<file path="config.mk">
export PLATFORM = sky130hd
export DESIGN_NAME = fb_rect_writer
export DESIGN_NICKNAME = d
export VERILOG_FILES = /design/src/rtl/vga_pkg.sv /design/src/rtl/fb_addr_gen.sv /design/src/rtl/fb_rect_writer.sv
export SDC_FILE = /design/constraint.sdc
export NUM_CORES = 1
export LEC_CHECK = 0
export ABC_AREA = 1
export ABC_CLOCK_PERIOD_IN_PS = 3410
export CAP_MARGIN = 20
export CELL_PAD_IN_SITES_DETAIL_PLACEMENT = 1
export CELL_PAD_IN_SITES_GLOBAL_PLACEMENT = 2
export CORE_ASPECT_RATIO = 0.8
export CORE_MARGIN = 1.5
export CORE_UTILIZATION = 30
export CTS_CLUSTER_SIZE = 30
export DETAILED_ROUTE_END_ITERATION = 16
export GPL_TIMING_DRIVEN = 0
export PLACE_DENSITY = 0.82
export SLEW_MARGIN = 10
export SYNTH_ARGS = -nofsm -noshare
export SYNTH_HDL_FRONTEND = slang
export SYNTH_SLANG_ARGS = --single-unit
</file>
<file path="constraint.sdc">
create_clock -name clk_100m -period 3.41 [get_ports clk_100m]
set_input_delay 0.682 -clock clk_100m [delete_from_list [all_inputs] [get_ports clk_100m]]
set_output_delay 0.682 -clock clk_100m [all_outputs]
set_load 0.05 [all_outputs]
</file>
<file path="src/rtl/vga_pkg.sv">
// Shared frame-buffer geometry, coordinate/address types and the rectangle writer's state encoding.
package vga_pkg;

    localparam int H_ACTIVE = 640;
    localparam int V_ACTIVE = 480;
    localparam int PIX_W    = 4;
    localparam int ADDR_W   = 19;

    typedef logic [9:0]        coord_t;
    typedef logic [ADDR_W-1:0] addr_t;

    typedef enum logic {
        IDLE,
        FILL
    } wr_state_t;

    // y * 640 as (y * 512) + (y * 128) so no multiplier is inferred
    function automatic addr_t row_base_of(input coord_t y);
        addr_t yw;
        yw = addr_t'(y);
        return (yw << 9) + (yw << 7);
    endfunction

endpackage

</file>
<file path="src/rtl/fb_addr_gen.sv">
// Column / row-base counters for a rectangle fill; tracks the pixel currently on the write port.
module fb_addr_gen
    import vga_pkg::*;
(
    input  logic   clk,
    input  logic   load,
    input  coord_t x0,
    input  coord_t y0,
    input  coord_t x1,
    input  coord_t y1,
    input  logic   advance,
    output addr_t  addr,
    output logic   last
);

    coord_t x_cur;
    coord_t x_lo;
    coord_t x_hi;
    coord_t y_cur;
    coord_t y_hi;
    addr_t  row_base;
    logic   row_end;

    // Pure datapath: every field is reloaded on each accepted command, so no reset
    always_ff @(posedge clk) begin
        if (load) begin
            x_cur    <= x0;
            x_lo     <= x0;
            x_hi     <= x1;
            y_cur    <= y0;
            y_hi     <= y1;
            row_base <= row_base_of(y0);
        end else if (advance) begin
            if (row_end) begin
                x_cur    <= x_lo;
                y_cur    <= y_cur + 10'd1;
                row_base <= row_base + addr_t'(H_ACTIVE);
            end else begin
                x_cur <= x_cur + 10'd1;
            end
        end
    end

    assign row_end = (x_cur == x_hi);
    assign last    = row_end && (y_cur == y_hi);

    // Address of the pixel that follows the current one in raster order
    assign addr = row_end ? (row_base + addr_t'(H_ACTIVE) + addr_t'(x_lo))
                          : (row_base + addr_t'(x_cur) + addr_t'(1));

endmodule

</file>
<file path="src/rtl/fb_rect_writer.sv">
// Rectangle-fill engine: validates a command, then streams one frame-buffer write per clock in raster order.
module fb_rect_writer
    import vga_pkg::*;
(
    input  logic              clk_100m,
    input  logic              reset,
    input  logic              cmd_valid,
    output logic              cmd_ready,
    input  logic [9:0]        cmd_x0,
    input  logic [9:0]        cmd_y0,
    input  logic [9:0]        cmd_x1,
    input  logic [9:0]        cmd_y1,
    input  logic [PIX_W-1:0]  cmd_color,
    output logic              busy,
    output logic              done,
    output logic              err,
    output logic [ADDR_W-1:0] bram_addr,
    output logic              bram_en,
    output logic              bram_we,
    output logic [PIX_W-1:0]  bram_din
);

    wr_state_t state;
    logic      accept;
    logic      cmd_bad;
    logic      gen_load;
    logic      gen_advance;
    addr_t     gen_addr;
    logic      gen_last;

    assign accept  = cmd_valid && cmd_ready && (state == IDLE);
    assign cmd_bad = (cmd_x0 > cmd_x1) || (cmd_y0 > cmd_y1) ||
                     (cmd_x1 >= 10'(H_ACTIVE)) || (cmd_y1 >= 10'(V_ACTIVE));

    assign gen_load    = accept && !cmd_bad;
    assign gen_advance = (state == FILL) && !gen_last;

    fb_addr_gen u_addr_gen (
        .clk     (clk_100m),
        .load    (gen_load),
        .x0      (cmd_x0),
        .y0      (cmd_y0),
        .x1      (cmd_x1),
        .y1      (cmd_y1),
        .advance (gen_advance),
        .addr    (gen_addr),
        .last    (gen_last)
    );

    always_ff @(posedge clk_100m) begin
        if (reset) begin
            state     <= IDLE;
            cmd_ready <= 1'b1;
            busy      <= 1'b0;
            done      <= 1'b0;
            err       <= 1'b0;
            bram_en   <= 1'b0;
            bram_we   <= 1'b0;
            bram_addr <= '0;
            bram_din  <= '0;
        end else begin
            done <= 1'b0;
            err  <= 1'b0;
            case (state)
                IDLE: begin
                    if (accept) begin
                        if (cmd_bad) begin
                            err <= 1'b1;
                        end else begin
                            state     <= FILL;
                            cmd_ready <= 1'b0;
                            busy      <= 1'b1;
                            bram_en   <= 1'b1;
                            bram_we   <= 1'b1;
                            bram_addr <= row_base_of(cmd_y0) + addr_t'(cmd_x0);
                            bram_din  <= cmd_color;
                        end
                    end
                end
                FILL: begin
                    // The write on the port this cycle is the rectangle's last pixel
                    if (gen_last) begin
                        state     <= IDLE;
                        cmd_ready <= 1'b1;
                        busy      <= 1'b0;
                        done      <= 1'b1;
                        bram_en   <= 1'b0;
                        bram_we   <= 1'b0;
                    end else begin
                        bram_addr <= gen_addr;
                    end
                end
                default: begin
                    state <= IDLE;
                end
            endcase
        end
    end

endmodule

</file>
---- Word level (Yosys, flattened, before mapping) ----
Cells that the tools add are included.
operators by class
  add/sub/neg operators ................... 8
  magnitude comparators ................... 4
  equal/unequal tests ..................... 6
  multiplexer cells ....................... 28
  bitwise gates (word level) .............. 3
  reduce and logical (&&, ||, !) cells .... 18
operators with widths
  operator                                                             count
  2-to-1 mux 19 bit                                                    7
  2-to-1 mux 10 bit                                                    6
  adder 19 x 10 -> 19 bit                                              3
  one-hot mux 19 bit (2 select lines)                                  1
  adder 10 x 1 -> 10 bit (second input constant)                       2
  equality test 10 bit                                                 2
  > comparator 10 bit                                                  2
  adder 19 x 1 -> 19 bit (second input constant)                       1
  adder 19 x 10 -> 19 bit (second input constant)                      1
  adder 19 x 17 -> 19 bit                                              1
  2-to-1 mux 1 bit                                                     11
  greater-or-equal comparator 10 bit (second input constant)           1
  greater-or-equal comparator 10 x 9 -> 1 bit (second input constant)  1
  AND reduction 3 bit                                                  3
  != test 2 bit (second input constant)                                3
  one-hot mux 1 bit (2 select lines)                                   3
  logical AND 1 bit                                                    5
  nonzero test 2 bit                                                   2
  logical OR 1 bit                                                     3
  inverter 1 bit                                                       3
  OR reduction 3 bit                                                   1
  logical NOT 1 bit                                                    2
  != test 2 x 1 -> 1 bit (second input constant)                       1
  AND reduction 2 bit                                                  1
  OR reduction 2 bit                                                   1
word-level totals
  flip-flop bits (word level) ............. 97
  input port bits ......................... 47
  output and inout bits ................... 29
  logic and storage cells ................. 80

---- Logic depth before layout (Yosys ltp) ----
  depth in word-level cells ............... 8
  gate-level depth with buffers ........... 18
  mapped depth without buffers ............ 18

---- Cells and area by module ----
Synthesis repeated with hierarchy kept, for this count alone.
second synthesis, totals
  cells, all modules ...................... 932
  area, all modules ....................... 6907.9 um^2
modules (own cells, without submodules)
  module          instances  cells each  area each (um^2)  seq. area each (um^2)
  fb_addr_gen     1          509         4229.1            1861.8
  fb_rect_writer  1          423         2678.8            560.5

---- Worst setup path after synthesis ----
Ideal clock, no wire load.
  path type ............................... flip-flop to flip-flop
  start point ............................. register u_addr_gen.x_cur[7]
  end point ............................... register u_addr_gen.row_base[10] (enable)
  setup time .............................. 0.432 ns
  arrival ................................. 2.880 ns
  data required time ...................... 2.978 ns
  setup slack ............................. 0.098 ns
  stages on the path, launching flop included .. 8
  path buffers ............................ 2
  clock period less this slack ............ 3.312 ns
  path through ............................ edfxtp_1 > xnor2_1 > nand2_1 > nor3_1 > nand3_2 > buf_2 > buf_6 > o21ai_0
between the ends
  cells in the longest elaborated chain, start to end .. 6
  elaborated cells between the ends (all ways) .. 7
  those cells by class .................... 1 x eq/ne; 6 x reduce/logical
ends and longest elaborated chain
  item                               line                  text
  start: declaration                 fb_addr_gen.sv:16     coord_t x_cur;
  start signal: assignment           fb_addr_gen.sv:35     x_cur <= x_lo;
  start signal: assignment           fb_addr_gen.sv:39     x_cur <= x_cur + 10'd1;
  equality test 10 bit (*)           fb_addr_gen.sv:44     assign row_end = (x_cur == x_hi);
  logical AND 1 bit                  fb_addr_gen.sv:45     assign last = row_end && (y_cur == y_hi);
  logical NOT 1 bit                  fb_rect_writer.sv:36  assign gen_advance = (state == FILL) && !gen_last;
  logical AND 1 bit                  fb_rect_writer.sv:36
  nonzero test 2 bit (no line)       n/a
  AND reduction 2 bit (no line) (*)  n/a
  end signal: assignment             fb_addr_gen.sv:32     row_base <= row_base_of(y0);
  end signal: assignment             fb_addr_gen.sv:37     row_base <= row_base + addr_t'(H_ACTIVE);
  end: declaration                   fb_addr_gen.sv:21     addr_t row_base;
Every way passes the cells marked *; elsewhere a longest branch is shown, timed or not.
A chain may end at the register's enable or synchronous reset.

---- Worst setup path in the final report ----
  start point ............................. input port cmd_x0[9]
  end point ............................... register u_addr_gen.row_base[8] (data pin)
between the ends
  cells in the longest elaborated chain, start to end .. 7
ends and longest elaborated chain
  item                           line                  text
  start: declaration             fb_rect_writer.sv:9   input logic [9:0] cmd_x0,
  > comparator 10 bit            fb_rect_writer.sv:32  assign cmd_bad = (cmd_x0 > cmd_x1) || (cmd_y0 > cmd_y1) ||
  logical OR 1 bit (2 in a row)  fb_rect_writer.sv:32
  logical OR 1 bit               fb_rect_writer.sv:33  (cmd_x1 >= 10'(H_ACTIVE)) || (cmd_y1 >= 10'(V_ACTIVE));
  logical NOT 1 bit              fb_rect_writer.sv:35  assign gen_load = accept && !cmd_bad;
  logical AND 1 bit              fb_rect_writer.sv:35
  via gen_load                   fb_rect_writer.sv:26  logic gen_load;
  2-to-1 mux 19 bit              fb_addr_gen.sv:26     if (load) begin
The timed path passes the listed nets, and every way through them passes these cells.

==> impl_results.md <==
- Status: finished, final reports clean
- Die Ht: 135 µm
- Final Cell Area: 7930 µm²
- First-pass GRT wire length: 33500 µm
- Worst-Skew Late Latency: 0.35 ns
- Routed met2 length: 9330 µm
- Main combinational cell family by area after synthesis: simple AND/OR/NAND/NOR gates
- Area post-placement: 7590 µm²
- Cells after Synth: 848
- Fmax: 0.316 GHz
- Leakage Power: 3.42 nW
- HPWL Detailed: 16900 µm
- Clock skew: 0.00981 ns
- Sink Count: 90
- Async SR Flop Fraction: 0
- Register area share after synthesis: 0.373
- Number of port buffers: 74
- DR vias/cell: 4.92
- Top Ports: 76
- Total power: 3.00 mW
- Netlist Area Pre-Place: 6490 µm²
- Multiplexer share of the synthesized area: 0
- Starting DRT DRC Count: 352
- Initial antenna violation count: 0
- Nets: 1025
- WP data arrival: 3.38 ns
- FP Rows: 47
- DR vias: 5944
- Die area: 22500 µm²
- WL per Instance: 17.5 µm
- Post-route setup slack: 0.249 ns
- Seq cells post-synth: 90
- Worst Max-Slew Pin Slew: 0.614 ns
- Maximum level of the CTS H-tree: 3
- Vias in the first global route: 5946
- Distinct cells, synth: 44
- RSZ-0062 raised after global routing: false
- CP Capture Type: flip-flop
- Reg clk slew, reported paths: 0.07 ns
- Dpl ws: -0.356 ns
- Largest net degree at the start of global routing: 40
- PwrDens: 379 nW/µm²
- Kind of critical path: in -> reg
- Grt ovf: 0
- Metal3 WL: 783 µm
- Critical Path RT: 3.62 ns
- Warnings, synthesis: 0
- Worst hold margin: 0.464 ns
- DR pass1 iterations: 4
- Top FF cell, synth: edfxtp_1
- Total CTS buffers: 9
- DRT met1 WL: 10900 µm
- Crit path launch type: input pin
- Final core utilization: 0.379
- Setup violations, final: 0
- Compound-Gate Fraction of Synth Area: 0.102
- Clk root buf: clkbuf_16
- Syn avg cell area: 7.66 µm²
- Share of layout cells above drive strength 1: 0.0830
- Max-Cap Viols: 0
- Min Tclk post-route: 3.16 ns
- Initial core utilization: 0.310
- Simple-gate share of the synthesized area: 0.296
- Max FO, Critical Path: 39
- Top layer in use: met4
- XOR/XNOR Fraction of Synth Area: 0.0553
- Routability cong.: 0.805
- EDFF count, synth: 62
- Final period util: 0.927
- Worst min path class: reg -> reg
- Post-route ant nets: 0
- DRT Wirelength: 21200 µm
- Drt drc: 0
- ANT cells: 0
- Core Region: 20900 µm²
- Syn-to-layout area delta: 22.1%
- All-layer global routing usage: 0.192
- CTS tree: yes
- Die width: 168 µm
- Final hold vios: 0
- Slew margin rel.: 0.590
- Adder-cell share of the synthesized area: 0.0863
- Syn_nets: 938
- VDD IR max: 0.199 mV
- Final-report max-slew violation count: 0
- Max Root-Sink Buffers: 2
-- cell usage after synthesis, types with 2 or more instances --
cell type / count / area share
o21ai_1: 34 / 0.026
clkbuf_1: 4 / 0.0023
fa_1: 3 / 0.0092
nor2_1: 76 / 0.044
buf_6: 8 / 0.014
ha_1: 40 / 0.077
o21bai_1: 2 / 0.0023
nand3_2: 3 / 0.0046
xor2_1: 24 / 0.032
nand2_4: 5 / 0.0087
o21ai_2: 2 / 0.0027
nor3_1: 12 / 0.0092
inv_1: 92 / 0.053
a31oi_1: 3 / 0.0029
nand3b_1: 5 / 0.0058
o211ai_1: 5 / 0.0058
nor2_4: 3 / 0.0052
edfxtp_1: 62 / 0.29
xnor2_1: 17 / 0.023
nand2_1: 214 / 0.12
or2_2: 2 / 0.0019
nand3_1: 69 / 0.053
a21oi_1: 31 / 0.024
nand3_4: 2 / 0.0054
dfxtp_1: 28 / 0.086
nand4_1: 11 / 0.011
inv_2: 5 / 0.0029
o21a_1: 2 / 0.0023
nor2_2: 4 / 0.0039
buf_4: 5 / 0.0058
nand2_2: 8 / 0.0077
buf_2: 8 / 0.0062
o21ai_0: 46 / 0.035
clkinv_1: 2 / 0.0012
or2_1: 2 / 0.0019
-- report_power, final --
group / total, mW / internal [mW] / switching, mW
Combinational: 0.703 / 0.254 / 0.448
Sequential: 1.26 / 1.22 / 0.0374
Clock: 1.04 / 0.579 / 0.465
Total: 3.00 / 2.05 / 0.951
-- what timing repair did --
item / CTS / global route
buffers inserted: 0 / 1
resized for setup: 0 / 5
hold buffers: 0 / 0
setup endpoints to repair: 0 / 15
-- worst max-delay path, cell delays in order --
cell	delay, ns
clkdlybuf4s50_1	0.58
ha_1	0.41
a21oi_1	0.16
o21a_1	0.13
nand3_1	0.08
nand2_1	0.16
nand4_2	0.21
buf_6	0.22
inv_2	0.06
buf_6	0.16
buf_12	0.23
nand2_1	0.17
nand2_1	0.10
-- worst paths after layout --
kind / startpoint / to / slack, ns / cells after the start
setup / recovery: cmd_x0[9] / u_addr_gen.row_base[8] / 0.25 / 13
hold / removal: bram_addr[12] / bram_addr[12] / 0.46 / 2
setup reg to reg: u_addr_gen.row_base[7] / bram_addr[18] / 0.77 / 18
hold reg to reg: bram_addr[12] / bram_addr[12] / 0.46 / 2
-- layer usage --
metal,vias up,track usage
li1,2981,-
met1,2851,0.285
met2,100,0.297
met3,12,0.0281
met4,0,0.0355
met5,-,0
-- cells in the final DEF, fill, tap and decap left out, types with 8 or more instances in the layout --
cell,synthesis,layout
nand2_1,214,214
nor2_1,76,76
nand3_1,69,69
clkdlybuf4s50_1,0,74
o21ai_1,34,34
clkbuf_16,0,9
edfxtp_1,62,62
dfxtp_1,28,28
o21ai_0,46,45
nor3_1,12,12
a21oi_1,31,31
nand2_2,8,8
inv_1,92,92
ha_1,40,40
nand4_1,11,11
xnor2_1,17,17
xor2_1,24,24
-- flip-flops by register name, indices dropped and copies added (netlist names), 4 cells and up --
signal               cells
bram_addr               19
u_addr_gen.row_base     12
u_addr_gen.x_cur        10
u_addr_gen.x_hi         10
u_addr_gen.x_lo         10
u_addr_gen.y_cur        10
u_addr_gen.y_hi         10
bram_din                 4
-- cells by family (layout without fill, tap and decap cells) --
group / count (synthesis) / count (layout)
AO/OA/AOI/OAI: 125 / 125
XOR/XNOR: 41 / 41
adder cells (fa/ha/maj): 43 / 43
buffers and inverters: 126 / 218
flip-flops: 90 / 90
AND/OR/NAND/NOR: 423 / 423
-- layout make-up --
cell class,count,area (µm²)
timing repair buffer,76,776
buffer,25,194
clock inverter,6,73.8
clock buffer,10,229
tap,269,337
sequential,90,2420
multi-input combinational,632,3510
fill,2549,13000
inverter,101,387
-- per-stage QoR --
step	cells	TNS (ns)
after floorplan	848	0
after global placement	1191	-36.92
after detailed placement	1192	-14.14
after CTS	1208	0
after global routing	1209	0
final	1209	0
(Power assumes the default switching activity.)
==> edit 1, RTL diff (config.mk and constraints unchanged) <==
Set the package constant `ADDR_W` to 27 (it was 19).
--- a/src/rtl/vga_pkg.sv
+++ b/src/rtl/vga_pkg.sv
@@ -6,3 +6,3 @@
     localparam int PIX_W    = 4;
-    localparam int ADDR_W   = 19;
+    localparam int ADDR_W   = 27;
 
Interface: changed (resized bram_addr); port bits go from 76 to 84. The function was not compared with the original's and may differ.
==> edit 1 against the unedited design <==
- setup slack got worse by 79 ps
- routed wire length rose by 30%
- sequential cell count rose by 16
- total power rose by 10%
- synthesized area rose by 19%
- non-clock buffer count rose by 8
- design area rose by 17%
- combinational power rose by 4.3%
- register-to-register slack got worse by 240 ps
- largest cell class unchanged
- final cell count rose by 23%
==> edit 1: results (changes against the unedited design) <==
metric,value,unit,change
result_of_the_run,completed,,
met2RoutedLength,12.39,mm,+33%
ir_worst_vdd,0.2579,mV,+30%
hp-start,bram_addr[8],,
place_ws,-858.2,ps,-501.8 ps
clock_insertion_delay_worst_skew,380,ps,+30 ps
yosysUniqueCellTypes,41,,-6.8%
sequential_cell_area,2823,sq um,+17%
worst_path_largest_cell_delay,540,ps,-40 ps
fillerInstances,3139,,+23%
synth_seq_area_share,36.65,%,-0.64 points
grt_first_pass_wirelength,43.68,mm,+30%
number_of_violations_reported_at_the_end_of_detailed_routing_iteration_0,461,,+31%
finish.cell_count_without_fillers,1487,,+23%
grt.met2_usage,34.67,%,+5.0 points
place.port_buffers,83,,+12%
timing.critical_path.to,u_addr_gen.row_base[7],,
synth_compound_gate_area_share,10.71,%,+0.55 points
yosys-top-cells-area,"sky130_fd_sc_hd__edfxtp_1 (27%), sky130_fd_sc_hd__nand2_1 (15%), sky130_fd_sc_hd__dfxtp_1 (9.4%)",,
wl_met1,13.88,mm,+27%
global_route.usage.total,21.49,%,+2.3 points
finalNetCount,1248,,+22%
power.static_leakage,0.004076,uW,+19%
synth_adder_area_share,7.279,%,-1.4 points
synth.area.mux_share,0.1300,%,+0.13 points
gp_routability_congestion,0.8333,,+3.5%
critical_path_peak_fanout,18,,-54%
[edit 1: changes by cell type in the layout (fill, tap and decap cells not counted), sizes merged, moves of 6 or more]
cell and delta:
nand2 +92, nand3 +18, buf -8, clkdlybuf4s50 +9
o21ai +21, nor2 +30, edfxtp +8, inv +38
a21oi +8, dfxtp +8, clkbuf +6
[edit 1: power by group through the flow]
stage                     combinational [uW]  clock (uW)  sequential [uW]
after floorplan                          363           0             1570
after global placement                   709           0             1490
after detailed placement                 729           0             1500
after CTS                                736        1140             1470
after global routing                     810        1170             1470
final                                    733        1110             1470
[edit 1: worst max-delay path: cells and delay by family]
kind / cells / cell delay, ps
compound gates: 3 / 570
buf+inv: 3 / 1100
fa+ha+maj: 1 / 380
simple gates: 4 / 560
[edit 1: layout make-up]
cell class	instances	share of cell area, %
multi-input combinational	796	45.75
sequential	106	30.31
timing repair buffer	84	9.217
inverter	136	5.482
tap	324	4.353
clock buffer	9	2.418
buffer	25	1.599
clock inverter	7	0.8733
==> edit 2, RTL diff (config.mk and constraints unchanged) <==
Without the edit above. Make the reset (`reset`) asynchronous in one clocked block.
--- a/src/rtl/fb_rect_writer.sv
+++ b/src/rtl/fb_rect_writer.sv
@@ -49,3 +49,3 @@
 
-    always_ff @(posedge clk_100m) begin
+    always_ff @(posedge clk_100m or posedge reset) begin
         if (reset) begin
Behaviour: differs if reset is asserted again (counterexample within 4 cycles, from zero or initial values and one cycle with reset high); with reset held inactive, the same outputs for 4 cycles.
==> edit 2 against the unedited design <==
- sequential cell count unchanged
- synthesized area up 3.0%
- routed wire length about the same
- setup slack worse by 62 ps
- non-clock buffer count down 2
- design area up 2.7%
- synthesized cell count up 0.71%
- global-route usage down 0.19 points
Power is not compared: it rests on default switching activity, and its combinational part moved more than twofold at a synthesized area within 25%.
==> edit 2: results (changes against the unedited design) <==
metric,value,unit,change
grt_pass1_vias,6031,,+1.4%
share_of_final_layout_standard_cells_stronger_than_drive_strength_1,10.88,%,+2.6 points
drt-pass1-iter-count,5,,+1
yosysUniqueCellTypes,47,,+6.8%
net_switching_share_of_the_total_power,26.64,%,
timing.rr.start,u_addr_gen.x_cur[1],,
post_cts_resized,1,,+1
post_drt_wl_per_cell,17.00,um,-3.0%
vias,5936,,-0.13%
synth_seq_area_share,38.33,%,+1.0 points
finish.cell_count_without_fillers,1247,,+3.1%
detailedPlacementHpwl,16.86,mm,-0.35%
met1_usage,28.28,%,-0.21 points
gp_routability_congestion,0.8003,,-0.61%
worst_pin_slew,718.0,ps,+103.6 ps
holdPathEnd,bram_addr[14],,
yosys_warnings,0,,unchanged
number_of_violations_reported_at_the_end_of_detailed_routing_iteration_0,357,,+1.4%
critical_path_peak_fanout,12,,-69%
synth_commonest_cells,"sky130_fd_sc_hd__nand2_1 (252), sky130_fd_sc_hd__inv_1 (109), sky130_fd_sc_hd__nand3_1 (79), sky130_fd_sc_hd__edfxtp_1 (62), sky130_fd_sc_hd__o21ai_0 (42)",,
ys_dominant_reg_cell,sky130_fd_sc_hd__edfxtp_1,,
finalNetCount,1032,,+0.68%
post_synthesis_net_count,944,,+0.64%
r2r_cells,8,,-10
cts_buffers,9,,unchanged
ir_worst_vdd,0.1962,mV,
worst_hold_slack,484.6,ps,+20.15 ps
postSynthCellCount,854,,+0.71%
worst_ep_arrival_time,3270,ps,-110 ps
antenna_cells_inserted,0,,unchanged
place.port_buffers,75,,+1.4%
global_route.usage.total,19.03,%,-0.19 points
cts.clk_slew.worst_paths,70,ps,about the same
grt_first_pass_wirelength,33.48,mm,about the same
synth-async-reset-ratio,31.11,%,+31 points
fin_skew,15.69,ps,+5.877 ps
hp-start,bram_addr[14],,
grt.met2_usage,28.80,%,-0.92 points
worst_path_largest_cell_delay,710,ps,+130 ps
reg2reg_to,u_addr_gen.row_base[9],,
gr_util_met3,3.383,%,+0.57 points
result_of_the_run,completed,,
regToRegSetupSlack,700,ps,-70 ps
yosys-top-cells-area,"sky130_fd_sc_hd__edfxtp_1 (28%), sky130_fd_sc_hd__nand2_1 (14%), sky130_fd_sc_hd__dfrtp_1 (10%)",,
edit 2: metal layers:
metal	wire [um]	up-vias
met2	9346	93
met4	108	0
met3	763	8
met1	10980	2864
li1	-	2971
met5	0	-
edit 2: tightest hold or removal path, stage by stage, from the launching register on:
cell	delay, ps
sky130_fd_sc_hd__dfrtp_1	340
sky130_fd_sc_hd__nand2_1	50
sky130_fd_sc_hd__nand2_1	60
edit 2: cell type report:
cell class	count	area, sq um
timing repair buffer	77	795.8
multi-input combinational	623	3520
buffer	22	168.9
tap	300	375.4
fill	2666	13590
inverter	119	454.2
clock buffer	11	232.7
clock inverter	5	37.54
sequential	90	2564
edit 2: metrics by stage:
step | area, sq um | setup TNS [ps] | worst slack (ps)
6_report | 8148 | 0 | 186.4
5_1_grt | 8148 | 0 | 9.874
4_1_cts | 8134 | 0 | 60.22
3_5_place_dp | 7861 | -21460 | -501.2
3_3_place_gp | 7815 | -44750 | -1398
2_1_floorplan | 6689 | 0 | 170.2
edit 2: worst max-delay path by stage:
| stage | from | endpoint | slack [ps] | depth (start not counted) |
|---|---|---|---|---|
| 6_report | cmd_y0[3] | u_addr_gen.row_base[9] | 190 | 12 |
| 5_1_grt | cmd_y0[3] | u_addr_gen.row_base[9] | 10 | 12 |
| 4_1_cts | cmd_y0[8] | u_addr_gen.row_base[15] | 60 | 12 |
| 3_5_place_dp | cmd_y0[7] | u_addr_gen.y_cur[7] | -500 | 12 |
| 3_3_place_gp | cmd_y0[8] | u_addr_gen.row_base[14] | -1400 | 11 |
| 2_1_floorplan | u_addr_gen.x_cur[4] | u_addr_gen.row_base[10] | 170 | 8 |
edit 2: logic make-up after synthesis:
| logic type | Yosys count | share of synthesized area, % |
|---|---|---|
| adder cells (fa/ha/maj) | 43 | 8.380 |
| flip-flops | 90 | 38.33 |
| AND/OR/NAND/NOR | 445 | 30.23 |
| buffers and inverters | 141 | 9.222 |
| XOR/XNOR | 36 | 4.826 |
| AO/OA/AOI/OAI | 99 | 9.016 |
edit 2: power by group through the flow:
stage	logic [uW]	registers [uW]	clock network [uW]
final	308	1160	964
after global routing	348	1160	1020
after CTS	309	1160	984
after detailed placement	308	1190	0
after global placement	298	1190	0
after floorplan	172	1190	0
